File: src/rtl/i2s_receiver.sv
// i2s_receiver -- Philips I2S deserialiser.
//
// Oversamples the external bit_clk / frame_clk / data lines on the system
// clock and recovers each stereo frame as a parallel left/right sample pair.
// The sample outputs are loaded together with a one-cycle sample_valid pulse.
// The first partial frame after reset is always discarded: the FSM waits in
// SYNC for a right->left word-select boundary before it accepts any words.
//
// Optional feature: define I2S_RX_FRAME_ERR_EN to build the sticky word-length
// checker behind frame_err. Without it frame_err is tied low.
//
// Parameters:
//   SAMPLE_WIDTH   bits per channel word on the outputs (default 16)
// Ports:
//   clk            system clock, at least 4x the bit_clk frequency
//   reset          asynchronous active-low reset
//   bit_clk        serial bit clock (asynchronous to clk)
//   frame_clk      word select, 0 = left, 1 = right (asynchronous to clk)
//   data           serial data, MSB first
//   sample_left    last complete left word
//   sample_right   last complete right word
//   sample_valid   one-clk pulse when a new left/right pair is loaded
//   frame_err      sticky word-length error flag
module i2s_receiver #(
  parameter int SAMPLE_WIDTH = 16
) (
  input  logic                    clk,
  input  logic                    reset,
  input  logic                    bit_clk,
  input  logic                    frame_clk,
  input  logic                    data,
  output logic [SAMPLE_WIDTH-1:0] sample_left,
  output logic [SAMPLE_WIDTH-1:0] sample_right,
  output logic                    sample_valid,
  output logic                    frame_err
);

  // Counter must hold SAMPLE_WIDTH+1, where it saturates.
  localparam int CW = $clog2(SAMPLE_WIDTH + 2);
  localparam logic [CW-1:0] CNT_MAX = CW'(SAMPLE_WIDTH + 1);

  typedef enum logic [1:0] {SYNC, LEFT, RIGHT} state_t;

  state_t state, state_nx;

  logic bclk_p0, bclk_p1, bclk_p2;
  logic ws_p0, ws_p1;
  logic dat_p0, dat_p1;

  logic                    ws_d;
  logic [CW-1:0]           cnt;
  logic [SAMPLE_WIDTH-1:0] word;
  logic [SAMPLE_WIDTH-1:0] word_bit;
  logic [SAMPLE_WIDTH-1:0] left_hold;

  logic rise;
  logic boundary;
  logic load_hold;
  logic emit;

  // Stage p0/p1: two-flop synchronisers; p2: bit_clk edge detector
  always_ff @(posedge clk or negedge reset) begin
    if (!reset) begin
      bclk_p0 <= 1'b0;
      bclk_p1 <= 1'b0;
      bclk_p2 <= 1'b0;
      ws_p0   <= 1'b0;
      ws_p1   <= 1'b0;
      dat_p0  <= 1'b0;
      dat_p1  <= 1'b0;
    end else begin
      bclk_p0 <= bit_clk;
      bclk_p1 <= bclk_p0;
      bclk_p2 <= bclk_p1;
      ws_p0   <= frame_clk;
      ws_p1   <= ws_p0;
      dat_p0  <= data;
      dat_p1  <= dat_p0;
    end
  end

  assign rise     = bclk_p1 & ~bclk_p2;
  assign boundary = rise & (ws_p1 != ws_d);

  // Current word with this rise's bit placed; bits past SAMPLE_WIDTH drop out
  // because no index matches once cnt >= SAMPLE_WIDTH.
  always_comb begin
    word_bit = word;
    for (int i = 0; i < SAMPLE_WIDTH; i++) begin
      if (cnt == CW'(SAMPLE_WIDTH - 1 - i)) word_bit[i] = dat_p1;
    end
  end

  always_ff @(posedge clk or negedge reset) begin
    if (!reset) state <= SYNC;
    else        state <= state_nx;
  end

  always_comb begin
    state_nx  = state;
    load_hold = 1'b0;
    emit      = 1'b0;
    if (boundary) begin
      case (state)
        SYNC:  if (!ws_p1) state_nx = LEFT;
        LEFT:  if (ws_p1) begin
                 load_hold = 1'b1;
                 state_nx  = RIGHT;
               end
        RIGHT: if (!ws_p1) begin
                 emit     = 1'b1;
                 state_nx = LEFT;
               end
        default: state_nx = SYNC;
      endcase
    end
  end

  // Word assembly and output registers, all advancing on rise only
  always_ff @(posedge clk or negedge reset) begin
    if (!reset) begin
      ws_d         <= 1'b0;
      cnt          <= '0;
      word         <= '0;
      left_hold    <= '0;
      sample_left  <= '0;
      sample_right <= '0;
      sample_valid <= 1'b0;
    end else begin
      sample_valid <= emit;
      if (rise) begin
        ws_d <= ws_p1;
        if (boundary) begin
          word <= '0;
          cnt  <= '0;
        end else begin
          word <= word_bit;
          if (cnt != CNT_MAX) cnt <= cnt + CW'(1);
        end
      end
      if (load_hold) left_hold <= word_bit;
      if (emit) begin
        sample_left  <= left_hold;
        sample_right <= word_bit;
      end
    end
  end

`ifdef I2S_RX_FRAME_ERR_EN
  // The boundary bit is the word's last, so a correct word has cnt at
  // SAMPLE_WIDTH-1 when the boundary arrives.
  localparam logic [CW-1:0] CNT_LAST = CW'(SAMPLE_WIDTH - 1);

  always_ff @(posedge clk or negedge reset) begin
    if (!reset) begin
      frame_err <= 1'b0;
    end else if (boundary && (state != SYNC) && (cnt != CNT_LAST)) begin
      frame_err <= 1'b1;
    end
  end
`else
  assign frame_err = 1'b0;
`endif

endmodule

File: config.mk
export PLATFORM = sky130hd
export DESIGN_NAME = i2s_receiver
export DESIGN_NICKNAME = d
export VERILOG_FILES = /design/src/rtl/i2s_receiver.sv
export SDC_FILE = /design/constraint.sdc
export NUM_CORES = 1
export LEC_CHECK = 0
export CAP_MARGIN = 10
export CORE_MARGIN = 1
export CORE_UTILIZATION = 37
export DETAILED_ROUTE_END_ITERATION = 8
export PLACE_DENSITY_LB_ADDON = 0.08
export SYNTH_ARGS = -nofsm -noshare
export SYNTH_HDL_FRONTEND = slang
export SYNTH_SLANG_ARGS = --single-unit
File: constraint.sdc
create_clock -name clk -period 1.9 [get_ports clk]
set_input_delay 0.38 -clock clk [delete_from_list [all_inputs] [get_ports clk]]
set_output_delay 0.38 -clock clk [all_outputs]
set_load 0.005 [all_outputs]
# [Yosys cells after proc, flatten, opt, wreduce, memory -nomap -nowiden]
# Cells that the tools add are included.
[totals] regBits=80 wordCells=74 output_inout_bits=34
[classes] n_mux=28 bitwise=3 n_addsub=1 reduce_logical=6 eq_ne=21
[op_table] cell="== test 5 x 4 -> 1 bit, second input constant" n=8
[op_table] cell="2-to-1 mux 1 bit" n=22
[op_table] cell="== test 5 x 3 -> 1 bit, second input constant" n=4
[op_table] cell="2-to-1 mux 16 bit" n=1
[op_table] cell="== test 5 x 2 -> 1 bit, second input constant" n=2
[op_table] cell="2-to-1 mux 5 bit" n=2
[op_table] cell="adder 5 x 1 -> 5 bit, second input constant" n=1
[op_table] cell="== test 5 x 1 -> 1 bit, second input constant" n=1
[op_table] cell="logical NOT 5 bit" n=1
[op_table] cell="inequality test 5 bit, second input constant" n=1
[op_table] cell="2-to-1 mux 2 bit" n=2
[op_table] cell="inequality test 2 bit, second input constant" n=2
[op_table] cell="case mux 2 bit (2 select lines)" n=1
[op_table] cell="AND reduction 3 bit" n=1
[op_table] cell="bitwise AND 1 bit" n=2
[op_table] cell="== test 2 x 1 -> 1 bit, second input constant" n=1
[op_table] cell="== test 2 bit, second input constant" n=1
[op_table] cell="logical NOT 2 bit" n=1
[op_table] cell="AND reduction 2 bit" n=1
[op_table] cell="nonzero test 2 bit" n=1
[op_table] cell="OR reduction 2 bit" n=1
[op_table] cell="inequality test 1 bit" n=1
[op_table] cell="inverter 1 bit" n=1

# [Logic depth before layout (Yosys ltp)]
[logic_depth] word_depth=5 depth_mapped=6 mapped_depth_nobuf=6

# [Least setup slack after synthesis]
# No wires, ideal clock.
[synth_timing] path_type="register to register" start="reg cnt[1]" end="reg sample_right[10]" stages_incl_launch_ff=6 setup_time_ns=0.125 t_arrival_ns=1.580 synth_period_minus_slack_ns=1.705 path_slack_ns=0.195 path_cell_list="dfrtp_1 -> inv_1 -> ha_1 -> nor4bb_1 -> mux2_2 -> mux2_2"
[synth_via] elab_chain_len=2
[synth_rtl] item="from (decl)" line="51" source="logic [CW-1:0] cnt;"
[synth_rtl] item="from (signal assigned)" line="138" source="if (cnt != CNT_MAX) cnt <= cnt + CW'(1);"
[synth_rtl] item="== test 5 x 3 -> 1 bit" line="90" source="if (cnt == CW'(SAMPLE_WIDTH - 1 - i)) word_bit[i] = dat_p1;"
[synth_rtl] item="2-to-1 mux 1 bit" line="90"
[synth_rtl] item="to (signal assigned)" line="144" source="sample_right <= word_bit;"
[synth_rtl] item="to (decl)" line="33" source="output logic [SAMPLE_WIDTH-1:0] sample_right,"
# No other way between the ends.
# A chain may end at the register's enable or synchronous reset.

# [Worst setup path in the final report]
[layout_timing] start="reg cnt[0]" end="reg sample_right[15]"
[layout_via] elab_chain_len=2
[layout_rtl] item="logical NOT 5 bit" line="90"
[layout_rtl] item="2-to-1 mux 1 bit" line="90"
# No other way between the ends.

==> out/qor.log <==
INFO  setup_path     worstSetupEndpoint=sample_right[15]$_DFFE_PN0P_
INFO  clock_network  cts_max_level=3
INFO  logic_synthesis synth_sequential_area_ratio=0.578
INFO  logic_synthesis synthArstFlopShare=1.00
INFO  clock_network  cts.sinks=80
INFO  floorplanning  ioPinCount=39
INFO  setup_path     crit-reg2reg-launch=cnt[0]$_DFFE_PN0P_
INFO  setup_path     critical_path_type=reg2reg
INFO  sta            final.setup_skew=0.0141ns
INFO  detailed_routing drt_iter0_markers=105
INFO  sta            fin_tns_setup=0ns
INFO  clock_network  ctsLongestPathBuffers=2
INFO  setup_path     worstPathMaxFanout=4
INFO  sta            timing.final.hold_violations=0
INFO  setup_path     arrival=2.05ns
INFO  global_route   grt_max_degree=36
INFO  detailed_routing routed_via_density=5.12
INFO  detailed_routing final_routed_wirelength=6480um
INFO  clock_network  root_buffer=sky130_fd_sc_hd__clkbuf_8
INFO  logic_synthesis net_count_of_the_mapped_netlist=251
INFO  sta            setup_viol_count_final=0
INFO  setup_path     setup.worst_path.end_class=flip-flop
INFO  power_and_ir_drop power_density=895nW/um^2
INFO  floorplanning  die_area=9750um^2
INFO  placement      dp_slack=-0.0175ns
INFO  detailed_routing top_signal_layer_used=met4
INFO  floorplanning  row_count=34
INFO  detailed_routing ant_nets=0
INFO  sta            finalMaxSlewViolations=0
INFO  global_route   antenna_found_initial=0
INFO  floorplanning  die_height=98.8um
INFO  setup_path     worst-r2r-setup-slack=0.08ns
INFO  setup_path     reg2reg_to=sample_right[15]$_DFFE_PN0P_
INFO  global_route   first_pass_grt_wire_length=11200um
INFO  sta            slew_headroom=0.664
INFO  setup_path     rr_worst_depth=5
INFO  detailed_routing met2_wl_post_dr=2960um
INFO  logic_synthesis synth_ff_type=sky130_fd_sc_hd__dfrtp_1
INFO  global_route   grt_pass1_vias=2207
INFO  detailed_routing drt_pre_antenna_iters=4
INFO  detailed_routing met3WireLength=202um
INFO  detailed_routing wl_per_cell=16.1um
INFO  global_route   grt_overflow_total=0
INFO  layout         area_growth_syn_to_layout=22.5%
INFO  job            number_of_max_cap_violations=0
INFO  placement      gp_congestion=0.679
INFO  layout         drive_above_1_share=0.374
INFO  logic_synthesis synth_cell_types=34
INFO  layout         insertedDiodeCount=0
INFO  logic_synthesis synth_edf_count=0
INFO  global_route   globalRouteTotalUtil=0.150
INFO  sta            rsz_0062_raised_after_global_routing=true
INFO  floorplanning  floorplan.core_area=8890um^2
INFO  sta            setup_ws=0.0812ns
INFO  detailed_routing route.vias.total=2057
INFO  layout         final-instance-count-excl-fill=402
INFO  min_path       worst_hold_path_type=reg2reg
INFO  placement      io_buffer_count=37
INFO  outcome        run_status=finished clean
INFO  setup_path     crit_path_start_kind=flip-flop
INFO  sta            timing.final.crit_period=1.82ns
INFO  placement      dp_hpwl=4230um
INFO  logic_synthesis syn-mean-instance-area=14.4um^2
INFO  logic_synthesis number_of_synthesized_register_bits=80
INFO  placement      placed_cells_incl_taps=384
INFO  sta            fin_crit_sh=0.957
INFO  logic_synthesis synthCells=241
INFO  clock_network  cts_buffers=9
INFO  sta            worst_slew_pin_slew=0.504ns
INFO  detailed_routing drt_drc_violations_left=0
INFO  clock_network  worst_setup_hold_path_clk_slew=0.08ns
INFO  floorplanning  floorplan.die.width=98.8um
INFO  clock_network  clock_latency_on_the_worst_skew_pair=0.36ns
INFO  layout         finalNetCount=299
INFO  power_and_ir_drop finalPower=3.80mW
INFO  detailed_routing met1_routed_length=3240um
INFO  setup_path     cp_data_required_time=2.13ns
INFO  power_and_ir_drop ir_drop=0.000425V
INFO  floorplanning  initial_core_util=0.390
INFO  setup_path     cp-startpoint=cnt[0]$_DFFE_PN0P_
INFO  sta            clock.fmax=550MHz
INFO  power_and_ir_drop cellLeakagePower=1.94nW
INFO  clock_network  tritoncts=yes
INFO  logic_synthesis total_of_warnings_raised_by_yosys=0
INFO  logic_synthesis syn_area=3460um^2
-- cell usage in the layout, fill, tap and decap left out, types with 5 or more instances in the layout --
cell	instances
sky130_fd_sc_hd__dfrtp_1	77
sky130_fd_sc_hd__mux2_2	60
sky130_fd_sc_hd__clkdlybuf4s50_1	36
sky130_fd_sc_hd__a22o_1	15
sky130_fd_sc_hd__buf_4	15
sky130_fd_sc_hd__clkbuf_8	10
sky130_fd_sc_hd__inv_1	6
sky130_fd_sc_hd__nand2_1	6
sky130_fd_sc_hd__a21oi_1	6
sky130_fd_sc_hd__o21ai_0	5
-- cells by family (layout without fill, tap and decap cells) --
group           Yosys count  count (layout)  share of synthesized area
buf+inv                  22              75                     0.0390
flops                    80              80                      0.578
simple gates             39              39                     0.0932
compound gates           29              29                     0.0603
mux                      64              64                      0.208
fa+ha+maj                 5               5                     0.0181
xor+xnor                  1               1                    0.00253
other cells               1               1                    0.00108
-- metrics by stage --
step / cell area, um^2 / utilization / hold WS (ns)
2_1_floorplan: 3460 / - / 0.0844
3_3_place_gp: 3970 / 0.447 / 0.315
3_5_place_dp: 3970 / 0.447 / 0.307
4_1_cts: 4180 / 0.471 / 0.354
5_1_grt: 4250 / 0.477 / 0.362
6_report: 4250 / 0.477 / 0.352
-- worst max-delay path, cell delays in order, from the launching register on --
cell                      delay [ns]
sky130_fd_sc_hd__dfrtp_1        0.42
sky130_fd_sc_hd__inv_1          0.12
sky130_fd_sc_hd__ha_1           0.24
sky130_fd_sc_hd__nor4b_4        0.27
sky130_fd_sc_hd__mux2_2         0.40
sky130_fd_sc_hd__mux2_2         0.26
-- layer usage --
metal	vias up	track usage
met3	9	0.0511
li1	970	-
met4	0	0.0482
met2	32	0.221
met1	1046	0.208
met5	-	0
-- where the power goes --
| group | internal (mW) | total (mW) | switching [mW] | leakage [nW] |
|---|---|---|---|---|
| Combinational | 0.363 | 0.627 | 0.264 | 0.767 |
| Sequential | 1.83 | 2.03 | 0.193 | 1.09 |
| Clock | 0.519 | 1.15 | 0.627 | 0.0861 |
-- state kept, by name, summed over array words and instances (netlist names), 2 cells and up --
register and flops:
sample_right 16, state 2, sample_left 16, cnt 5, left_hold 16, word 16
-- synthesized netlist by cell type (2+ instances only) --
cell type / n / area [um^2]
sky130_fd_sc_hd__nand4b_1: 3 / 26.3
sky130_fd_sc_hd__and4bb_2: 3 / 37.5
sky130_fd_sc_hd__inv_1: 6 / 22.5
sky130_fd_sc_hd__nor4bb_1: 6 / 60.1
sky130_fd_sc_hd__a21oi_1: 6 / 30.0
sky130_fd_sc_hd__ha_1: 5 / 62.6
sky130_fd_sc_hd__nor2b_1: 2 / 12.5
sky130_fd_sc_hd__nor4_4: 2 / 42.5
sky130_fd_sc_hd__a22o_1: 15 / 131
sky130_fd_sc_hd__clkbuf_1: 6 / 22.5
sky130_fd_sc_hd__buf_2: 3 / 15.0
sky130_fd_sc_hd__nor2_1: 2 / 7.51
sky130_fd_sc_hd__nand2_1: 6 / 22.5
sky130_fd_sc_hd__o21ai_0: 5 / 25.0
sky130_fd_sc_hd__buf_6: 6 / 67.6
sky130_fd_sc_hd__mux2_1: 3 / 33.8
sky130_fd_sc_hd__dfrtp_1: 80 / 2000
sky130_fd_sc_hd__nand3_1: 3 / 15.0
sky130_fd_sc_hd__mux2_2: 61 / 687
sky130_fd_sc_hd__nor4b_1: 4 / 35.0
-- cell type report --
cell class / instances / area, um^2
multi-input cells: 139 / 1400
repair buffers: 53 / 503
inverters: 6 / 22.5
flip-flops and latches: 80 / 2010
clock inverters: 5 / 41.3
clock buffers: 11 / 141
well taps: 108 / 135
fillers: 800 / 4650
-- what timing repair did --
item,CTS,global route
hold endpoints to repair,23,0
pin swaps,0,0
gates resized for setup,3,12
endpoints found under the setup margin,6,19
setup buffers,0,1
hold buffers,1,0
-- worst min-delay path by stage --
stage / start / end / slack [ns] / cells after the start
2_1_floorplan: reset / bclk_p0$_DFF_PN0_ / 0.08 / 0
3_3_place_gp: reset / bclk_p1$_DFF_PN0_ / 0.32 / 1
3_5_place_dp: reset / bclk_p1$_DFF_PN0_ / 0.31 / 1
4_1_cts: bclk_p0$_DFF_PN0_ / bclk_p1$_DFF_PN0_ / 0.35 / 0
5_1_grt: bclk_p0$_DFF_PN0_ / bclk_p1$_DFF_PN0_ / 0.36 / 0
6_report: bclk_p0$_DFF_PN0_ / bclk_p1$_DFF_PN0_ / 0.35 / 0
(Power assumes the default switching activity.)
